<file path="config.mk">
export PLATFORM = sky130hd
export DESIGN_NAME = oled_frame_scheduler_flat
export DESIGN_NICKNAME = d
export VERILOG_FILES = /design/src/rtl/oled_frame_scheduler_pkg.sv /design/src/rtl/oled_frame_scheduler_if.sv /design/src/rtl/oled_frame_scheduler.sv /design/src/flat_wrapper.sv
export SDC_FILE = /design/constraint.sdc
export NUM_CORES = 1
export LEC_CHECK = 0
export ABC_CLOCK_PERIOD_IN_PS = 5650
export BUFFER_PORTS_ARGS = -buffer_cell sky130_fd_sc_hd__buf_2
export CAP_MARGIN = 5
export CELL_PAD_IN_SITES_DETAIL_PLACEMENT = 1
export CELL_PAD_IN_SITES_GLOBAL_PLACEMENT = 2
export CORE_MARGIN = 2
export CORE_UTILIZATION = 36
export CTS_CLUSTER_DIAMETER = 200
export DETAILED_ROUTE_END_ITERATION = 8
export PLACE_DENSITY = 0.86
export SLEW_MARGIN = 10
export SYNTH_ARGS = -nofsm -noshare
export SYNTH_HDL_FRONTEND = slang
export SYNTH_SLANG_ARGS = --single-unit
export TNS_END_PERCENT = 100
</file>
<file path="constraint.sdc">
create_clock -name clk_i -period 5.65 [get_ports clk_i]
set_input_delay 0.2825 -clock clk_i [delete_from_list [all_inputs] [get_ports clk_i]]
set_output_delay 0.2825 -clock clk_i [all_outputs]
set_load 0.005 [all_outputs]
</file>
<file path="src/rtl/oled_frame_scheduler_pkg.sv">
// Shared OLED definitions: controller command bytes, D/C levels and the
// frame scheduler state encoding. Power-up sequencing reuses these constants.
package oled_pkg;

  localparam logic [7:0] OLED_CMD_SET_PAGE = 8'hB0;
  localparam logic [7:0] OLED_CMD_COL_LO   = 8'h00;
  localparam logic [7:0] OLED_CMD_COL_HI   = 8'h10;

  localparam logic DC_CMD  = 1'b0;
  localparam logic DC_DATA = 1'b1;

  typedef enum logic [3:0] {
    ST_IDLE,
    ST_CMD_PAGE,
    ST_CMD_COLLO,
    ST_CMD_COLHI,
    ST_FETCH,
    ST_LOAD,
    ST_DATA,
    ST_NEXT_PAGE,
    ST_DONE
  } oled_state_e;

  // Page address command; the controller takes the page number in the low bits.
  function automatic logic [7:0] oled_page_cmd(input logic [2:0] page);
    return OLED_CMD_SET_PAGE | {5'b0, page};
  endfunction

endpackage

</file>
<file path="src/rtl/oled_frame_scheduler_if.sv">
// Byte stream to the SPI serializer plus the framebuffer read port.
// master = frame scheduler, slave = serializer / framebuffer side.
interface oled_frame_scheduler_if #(
  parameter int ADDR_W = 9
);
  logic              tx_valid;
  logic [7:0]        tx_data;
  logic              tx_dc;
  logic              tx_ready;
  logic              fb_rd;
  logic [ADDR_W-1:0] fb_addr;
  logic [7:0]        fb_data;

  modport master (
    output tx_valid, tx_data, tx_dc, fb_rd, fb_addr,
    input  tx_ready, fb_data
  );

  modport slave (
    input  tx_valid, tx_data, tx_dc, fb_rd, fb_addr,
    output tx_ready, fb_data
  );
endinterface

</file>
<file path="src/rtl/oled_frame_scheduler.sv">
// Streams one framebuffer per request to the OLED: per page three address
// commands, then COLUMNS pixel bytes fetched one at a time from the RAM.
//
// state        | meaning
// IDLE         | waiting for enable & (frame_req | pending)
// CMD_PAGE     | send set-page command (B0|page), dc=0
// CMD_COLLO    | send column low nibble command, dc=0
// CMD_COLHI    | send column high nibble command, dc=0
// FETCH        | framebuffer read strobe for page*COLUMNS+col
// LOAD         | capture read data into the tx byte register
// DATA         | offer pixel byte, dc=1, until handshake
// NEXT_PAGE    | clear column, advance page or finish
// DONE         | frame complete, pulse frame_done next cycle
module oled_frame_scheduler
  import oled_pkg::*;
#(
  parameter int PAGES   = 4,
  parameter int COLUMNS = 128,
  parameter int ADDR_W  = 9
) (
  input  logic clk_i,
  input  logic rst_ni,
  input  logic enable_i,
  input  logic frame_req_i,
  output logic busy_o,
  output logic frame_done_o,
  oled_frame_scheduler_if.master bus
);

  localparam int PAGE_W = (PAGES > 1) ? $clog2(PAGES) : 1;
  localparam int COL_W  = (COLUMNS > 1) ? $clog2(COLUMNS) : 1;
  localparam logic [PAGE_W-1:0] PAGE_LAST = PAGE_W'(PAGES - 1);
  localparam logic [COL_W-1:0]  COL_LAST  = COL_W'(COLUMNS - 1);

  oled_state_e       state_q, state_d;
  logic [PAGE_W-1:0] page_q, page_d;
  logic [COL_W-1:0]  col_q, col_d;
  logic              pending_q, pending_d;
  logic [7:0]        data_q, data_d;
  logic              done_q, done_d;
  logic [ADDR_W-1:0] addr_q, addr_d;
  logic              abort;

  always_ff @(posedge clk_i or negedge rst_ni) begin
    if (!rst_ni) begin
      state_q   <= ST_IDLE;
      page_q    <= '0;
      col_q     <= '0;
      pending_q <= 1'b0;
      data_q    <= '0;
      done_q    <= 1'b0;
      addr_q    <= '0;
    end else begin
      state_q   <= state_d;
      page_q    <= page_d;
      col_q     <= col_d;
      pending_q <= pending_d;
      data_q    <= data_d;
      done_q    <= done_d;
      addr_q    <= addr_d;
    end
  end

  always_comb begin
    state_d   = state_q;
    page_d    = page_q;
    col_d     = col_q;
    pending_d = pending_q;
    data_d    = data_q;
    done_d    = 1'b0;
    abort     = 1'b0;

    // Requests arriving while a frame is in flight collapse into one pending frame.
    if (enable_i && frame_req_i && (state_q != ST_IDLE)) begin
      pending_d = 1'b1;
    end

    unique case (state_q)
      ST_IDLE: begin
        if (enable_i && (frame_req_i || pending_q)) begin
          state_d   = ST_CMD_PAGE;
          pending_d = 1'b0;
        end
      end
      ST_CMD_PAGE: begin
        if (bus.tx_ready) begin
          if (!enable_i) abort = 1'b1;
          else           state_d = ST_CMD_COLLO;
        end
      end
      ST_CMD_COLLO: begin
        if (bus.tx_ready) begin
          if (!enable_i) abort = 1'b1;
          else           state_d = ST_CMD_COLHI;
        end
      end
      ST_CMD_COLHI: begin
        if (bus.tx_ready) begin
          if (!enable_i) abort = 1'b1;
          else           state_d = ST_FETCH;
        end
      end
      ST_FETCH: begin
        if (!enable_i) abort = 1'b1;
        else           state_d = ST_LOAD;
      end
      ST_LOAD: begin
        if (!enable_i) begin
          abort = 1'b1;
        end else begin
          data_d  = bus.fb_data;
          state_d = ST_DATA;
        end
      end
      ST_DATA: begin
        if (bus.tx_ready) begin
          if (!enable_i) begin
            abort = 1'b1;
          end else if (col_q == COL_LAST) begin
            state_d = ST_NEXT_PAGE;
          end else begin
            col_d   = col_q + COL_W'(1);
            state_d = ST_FETCH;
          end
        end
      end
      ST_NEXT_PAGE: begin
        col_d = '0;
        if (!enable_i) begin
          abort = 1'b1;
        end else if (page_q == PAGE_LAST) begin
          state_d = ST_DONE;
        end else begin
          page_d  = page_q + PAGE_W'(1);
          state_d = ST_CMD_PAGE;
        end
      end
      ST_DONE: begin
        done_d  = 1'b1;
        page_d  = '0;
        state_d = ST_IDLE;
      end
      default: begin
        state_d = ST_IDLE;
      end
    endcase

    if (abort) begin
      state_d   = ST_IDLE;
      page_d    = '0;
      col_d     = '0;
      pending_d = 1'b0;
    end
  end

  // Address only moves during FETCH so the RAM sees a quiet bus otherwise.
  always_comb begin
    addr_d = addr_q;
    if (state_q == ST_FETCH) begin
      addr_d = ADDR_W'(page_q) * ADDR_W'(COLUMNS) + ADDR_W'(col_q);
    end
  end

  always_comb begin
    bus.tx_data = 8'h00;
    unique case (state_q)
      ST_CMD_PAGE:  bus.tx_data = oled_page_cmd(3'(page_q));
      ST_CMD_COLLO: bus.tx_data = OLED_CMD_COL_LO;
      ST_CMD_COLHI: bus.tx_data = OLED_CMD_COL_HI;
      ST_DATA:      bus.tx_data = data_q;
      default:      bus.tx_data = 8'h00;
    endcase
  end

  assign bus.tx_valid = (state_q == ST_CMD_PAGE) || (state_q == ST_CMD_COLLO) ||
                        (state_q == ST_CMD_COLHI) || (state_q == ST_DATA);
  assign bus.tx_dc    = ((state_q == ST_LOAD) || (state_q == ST_DATA)) ? DC_DATA : DC_CMD;
  assign bus.fb_rd    = (state_q == ST_FETCH);
  assign bus.fb_addr  = addr_d;
  assign busy_o       = (state_q != ST_IDLE);
  assign frame_done_o = done_q;

endmodule
</file>
<file path="src/flat_wrapper.sv">
// flat-port wrapper written by rule: the top's interface ports become plain ports
module oled_frame_scheduler_flat import oled_pkg::*;
#(
  parameter int PAGES   = 4,
  parameter int COLUMNS = 128,
  parameter int ADDR_W  = 9
)
  (clk_i, rst_ni, enable_i, frame_req_i, busy_o, frame_done_o, bus_tx_valid, bus_tx_data, bus_tx_dc, bus_fb_rd, bus_fb_addr, bus_tx_ready, bus_fb_data);
  oled_frame_scheduler_if #(.ADDR_W(ADDR_W)) bus_i ();
  input  logic clk_i;
  input  logic rst_ni;
  input  logic enable_i;
  input  logic frame_req_i;
  output logic busy_o;
  output logic frame_done_o;
  output wire logic [$bits(bus_i.tx_valid)-1:0] bus_tx_valid;
  output wire logic [$bits(bus_i.tx_data)-1:0] bus_tx_data;
  output wire logic [$bits(bus_i.tx_dc)-1:0] bus_tx_dc;
  output wire logic [$bits(bus_i.fb_rd)-1:0] bus_fb_rd;
  output wire logic [$bits(bus_i.fb_addr)-1:0] bus_fb_addr;
  input wire logic [$bits(bus_i.tx_ready)-1:0] bus_tx_ready;
  input wire logic [$bits(bus_i.fb_data)-1:0] bus_fb_data;
  assign bus_tx_valid = bus_i.tx_valid;
  assign bus_tx_data = bus_i.tx_data;
  assign bus_tx_dc = bus_i.tx_dc;
  assign bus_fb_rd = bus_i.fb_rd;
  assign bus_fb_addr = bus_i.fb_addr;
  assign bus_i.tx_ready = bus_tx_ready;
  assign bus_i.fb_data = bus_fb_data;
  oled_frame_scheduler #(.PAGES(PAGES), .COLUMNS(COLUMNS), .ADDR_W(ADDR_W)) u_core (.clk_i(clk_i), .rst_ni(rst_ni), .enable_i(enable_i), .frame_req_i(frame_req_i), .busy_o(busy_o), .frame_done_o(frame_done_o), .bus(bus_i));
endmodule
</file>
# Word-level counts from Yosys, hierarchy flattened
# Cells that the tools add are included.
# op_classes
eq_ne	24
muxes	36
reduce_logical	18
addsub	3
# op_table
operator	count
$mux 4	14
$ne 3x2->1 const B	13
$pmux 4 s8	1
$mux 7	4
$pmux 8 s3	1
$eq 4x3->1 const B	4
$pmux 7 s2	1
$reduce_and 12->1	1
$add 9x7->9	1
$mux 9	1
$eq 4x2->1 const B	2
$mux 1	8
$mux 2	4
$add 7x1->7 const B	1
$eq 7x7->1 const B	1
$reduce_bool 3->1	2
$logic_or 1x1->1	5
$eq 4x1->1 const B	1
$eq 4x4->1 const B	1
$logic_not 4->1	1
$pmux 2 s2	1
$reduce_and 4->1	1
$reduce_bool 4->1	1
$reduce_or 4->1	1
8 further kinds	10
# totals
output_inout_bits	22
elab_cells	88
reg_bits	32

# Logic depth before layout (Yosys ltp)
# depth
depth_word	6
depth_mapped	6
depth_no_buf	6

# Worst setup path after synthesis
# OpenSTA, ideal clock, no wires.
# synth_timing
kind	register to register
startpoint	reg u_core.col_q[0]
endpoint	reg u_core.col_q[2]
path_buffers	0
period_less_slack_ns	1.843
arrival_time_ns	1.706
path_stages_with_launch	7
setup_time_ns	0.137
setup_slack_ns	3.807
path_cell_list	dfrtp_1 -> ha_1 -> nand3_1 -> or4_1 -> a21oi_4 -> nand2b_4 -> o311ai_2
# synth_between
elab_chain_len	6
elab_cells_between_ends	9
cone_classes	add/sub (1); eq/ne (2); mux (5); reduce/logical (1)
# synth_lines
item	line	text
start: declaration	oled_frame_scheduler.sv:37	logic [COL_W-1:0] col_q, col_d;
start signal: assignment	oled_frame_scheduler.sv:56	col_q <= col_d;
$add 7x1->7	oled_frame_scheduler.sv:122	col_d = col_q + COL_W'(1);
$mux 7	oled_frame_scheduler.sv:119	end else if (col_q == COL_LAST) begin
$mux 7	oled_frame_scheduler.sv:117	if (!enable_i) begin
$mux 7	oled_frame_scheduler.sv:116	if (bus.tx_ready) begin
$pmux 7 s2	oled_frame_scheduler.sv:78	unique case (state_q)
$mux 7	oled_frame_scheduler.sv:148	if (abort) begin
# Several ways; a longest one is shown, not always the timed one. The select of a mux whose other input is x is not followed.
# A chain may end at the register's enable or synchronous reset.

# Worst setup path after layout
# layout_timing
startpoint	reg u_core.state_q[2]
endpoint	out bus_fb_addr[8]
# layout_between
elab_chain_len	2
# layout_lines
item	line	text
start: declaration	oled_frame_scheduler.sv:35	oled_state_e state_q, state_d;
start signal: assignment	oled_frame_scheduler.sv:54	state_q <= state_d;
$eq 4x3->1	oled_frame_scheduler.sv:159	if (state_q == ST_FETCH) begin
$mux 9	oled_frame_scheduler.sv:159	
end: declaration	flat_wrapper.sv:20	output wire logic [$bits(bus_i.fb_addr)-1:0] bus_fb_addr;
# Every way passes these cells.

==> results.tsv <==
stage	metric	value	unit
pwr	power.net_switching	0.0003228	W
logic_synthesis	synth-seq-cells	32	
detailed_routing	finalWirelength	3.854	mm
worst_setup_path	worstSetupPathType	reg -> out	
place	place_congestion	0.7836	
floorplanning	design.portCount	35	
detailed_routing	route.antenna.remaining_nets	0	
sta	worst-slew-pin-transition	0.8022	ns
detailed_routing	drc_violations	0	
logic_synthesis	yosysUniqueCellTypes	36	
grt	vias_in_the_first_global_route	1364	
logic_synthesis	synth.net_count	173	
grt	gr-usage-all-layers	17.12	%
final_layout	nFillCells	505	
pwr	p_leak	0.9375	nW
clock_tree	cts.sinks	32	
clock_tree	numCtsBuffers	5	
pwr	sequentialPowerShare	42.2	%
logic_synthesis	synth-async-reset-ratio	100.0	%
clock_tree	cts_max_level	2	
logic_synthesis	synth.avg_cell_area	10.41	sq um
final_layout	antenna_fix_cells	0	
pwr	internal-power	0.0006060	W
logic_synthesis	post-synth-top-count-cell	dfrtp_1	
final_layout	area_growth_syn_to_layout	20.38	%
final_layout	multiInputGateArea	795.8	sq um
final_layout	post_route_cells_drive_above_1_share	33.33	%
detailed_routing	total_number_of_vias	1321	
pwr	p_comb_share	31.9	%
worst_setup_path	critical_path_required	5.37	ns
sta	number_of_endpoints_failing_setup_at_the_final_stage	0	
detailed_routing	routed_via_density	5.348	
clock_tree	post-cts-setup-buffer-count	0	
detailed_routing	wl_per_cell	15.60	um
sta	period_share	46.50	%
grt	grt_start_max_net_pins	33	
clock_tree	tritoncts	built	
worst_setup_path	timing.rr.end	u_core.col_q[3]$_DFFE_PN0P_	
sta	rsz_0062_raised_after_global_routing	false	
clock_tree	clkTransAtPathRegs	0.07	ns
worst_setup_path	critical_path_peak_fanout	16	
clock_tree	clk_path_buf_depth	2	
clock_tree	cts.repair.resized	0	
final_layout	finalNetCount	209	
pwr	p_per_area	468.9	nW/um^2
pwr	post-layout-total-power	0.0009288	W
worst_setup_path	startpoint_types	flip-flop	
detailed_routing	first_pass_iters	4	
logic_synthesis	yosys_warnings	0	
logic_synthesis	synth_commonest_cells	dfrtp_1, nor2_1, mux2_2	
clock_tree	cts-root-buf	clkbuf_8	
place	place.detailed.hpwl	2.835	mm
floorplanning	floorplan.core_area	4384	sq um
final_layout	final-seq-area	800.8	sq um
worst_hold_path	path_category_of_the_worst_min_delay_check	in -> async	
sta	fin_worst_hold_slack	0.04225	ns
run_status	outcome	finished clean	
detailed_routing	first_iter_violations	61	
grt	grt_pass1_wl	6.699	mm
pwr	ir_drop	0.0001968	V
sta	count_of_final_max_slew_check_failures	0	
logic_synthesis	ys_dominant_reg_cell	dfrtp_1	
sta	worst_slack	3.023	ns
logic_synthesis	syn-instance-count	158	
grt	grt_antenna_before_repair	0	
sta	timing.fmax	380.6	MHz
logic_synthesis	syn-cell-area	1645	sq um
worst_setup_path	r2r.worst_path.cells	5	
grt	global_route.overflow_total	0	
sta	final.setup.tns	0	ns
clock_tree	worst_skew_pair.late_latency	0.29	ns
worst_setup_path	worstSetupStartpoint	u_core.state_q[2]$_DFFE_PN0P_	
sta	timing.final.crit_period	2.627	ns
floorplanning	die_area	5127	sq um
worst_setup_path	worstReg2RegStart	u_core.state_q[1]$_DFFE_PN0P_	
floorplanning	dieWidth	71.61	um
logic_synthesis	synth_enable_flop_cells	0	
sta	timing_hold_violations_final	0	
pwr	pwr-share-clk	25.8	%
sta	final.setup_skew	0.01263	ns
pwr	sw_frac_of_total	34.76	%
clock_tree	holdBufCountCts	0	
flow_run	timing.max_cap.violations	0	
floorplanning	die_height	71.61	um
floorplanning	initial_core_util	37.53	%
worst_setup_path	worst-r2r-setup-slack	3.35	ns
logic_synthesis	ys_seq_area_share	48.67	%
worst_setup_path	crit_arrival	2.34	ns
place	port_buffers	34	
logic_synthesis	synth_top_cell_by_area	dfrtp_1	
place	preCtsSetupSlack	3.326	ns
floorplanning	placement_rows	24	
logic_synthesis	post-synth-top-area-fraction	48.67	%
worst_setup_path	timing.critical_path.to_type	output pin	
sta	max-slew-margin-rel	46.23	%
logic_synthesis	post_synth_main_area_contributors	dfrtp_1, mux2_2, nor2_1	
## placed cells by master (no fill, tap or decap), drive strengths merged, types with 3 or more instances in the layout
cell    synthesis  layout
a21oi           9       9
and2            4       4
buf             1      34
clkbuf          4       7
dfrtp          32      32
inv             6       6
mux2           17      17
nand2          15      15
nand2b          6       6
nand3           6       6
nand4           3       3
nor2           18      18
nor3            4       4
o21ai           5       5
o22ai           3       3
## power groups by stage
stage	clock [W]	combinational (W)	sequential [W]
6_report	0.000240	0.000296	0.000392
4_1_cts	0.000246	0.000303	0.000391
3_5_place_dp	0	0.000302	0.000395
5_1_grt	0.000260	0.000340	0.000406
2_1_floorplan	0	0.000243	0.000344
3_3_place_gp	0	0.000289	0.000389
## per-layer routing
layer,vias to the layer above,GRT usage [%],routed length (um)
li1,631,-,-
met1,650,21.96,1761
met2,33,27.37,1825
met3,7,4.782,190
met4,0,6.918,76
met5,-,0,0
## layout make-up
type,instances,area share [%]
clock buffer,7,4.864
timing repair buffer,34,8.591
sequential,32,40.43
clock inverter,1,1.516
tap,52,3.285
inverter,6,1.137
multi-input combinational,115,40.18
## worst max path at each step
stage	to	cells after the start	slack [ns]
global route	bus_fb_addr[4]	4	2.84
global placement	bus_fb_addr[8]	4	3.36
floorplan	u_core.col_q[2]$_DFFE_PN0P_	6	3.81
CTS	bus_fb_addr[4]	4	3.01
finish	bus_fb_addr[8]	4	3.02
detailed placement	bus_fb_addr[4]	4	3.33
## sequential cells by signal, summed over array words and instances, names as in the netlist
register,flops
u_core.frame_done_o,1
u_core.addr_q,9
u_core.page_q,2
u_core.state_q,4
u_core.pending_q,1
u_core.col_q,7
u_core.data_q,8
## worst max-delay path, stage by stage (launching register included)
cell	delay [ns]
dfrtp_1	0.64
nand2b_1	0.21
nor3_2	0.65
mux2_2	0.42
buf_2	0.13
## cells by family after synthesis
group                    count (synthesis)  share of synthesized area [%]
AND/OR/NAND/NOR                         65                          20.45
flip-flops                              32                          48.67
AO/OA/AOI/OAI                           28                          13.01
multiplexers                            19                          12.85
buffers and inverters                   11                          2.965
adder cells (fa/ha/maj)                  2                          1.521
XOR/XNOR                                 1                         0.5324
## per-stage QoR
stage                     utilization [%]  std cells  instance area [sq um]
after floorplan                         -        158                   1645
after global placement              42.29        239                   1854
after detailed placement            42.29        239                   1854
after CTS                           45.18        247                   1981
after global routing                45.18        247                   1981
final                               45.18        247                   1981
(Power assumes the default switching activity.)
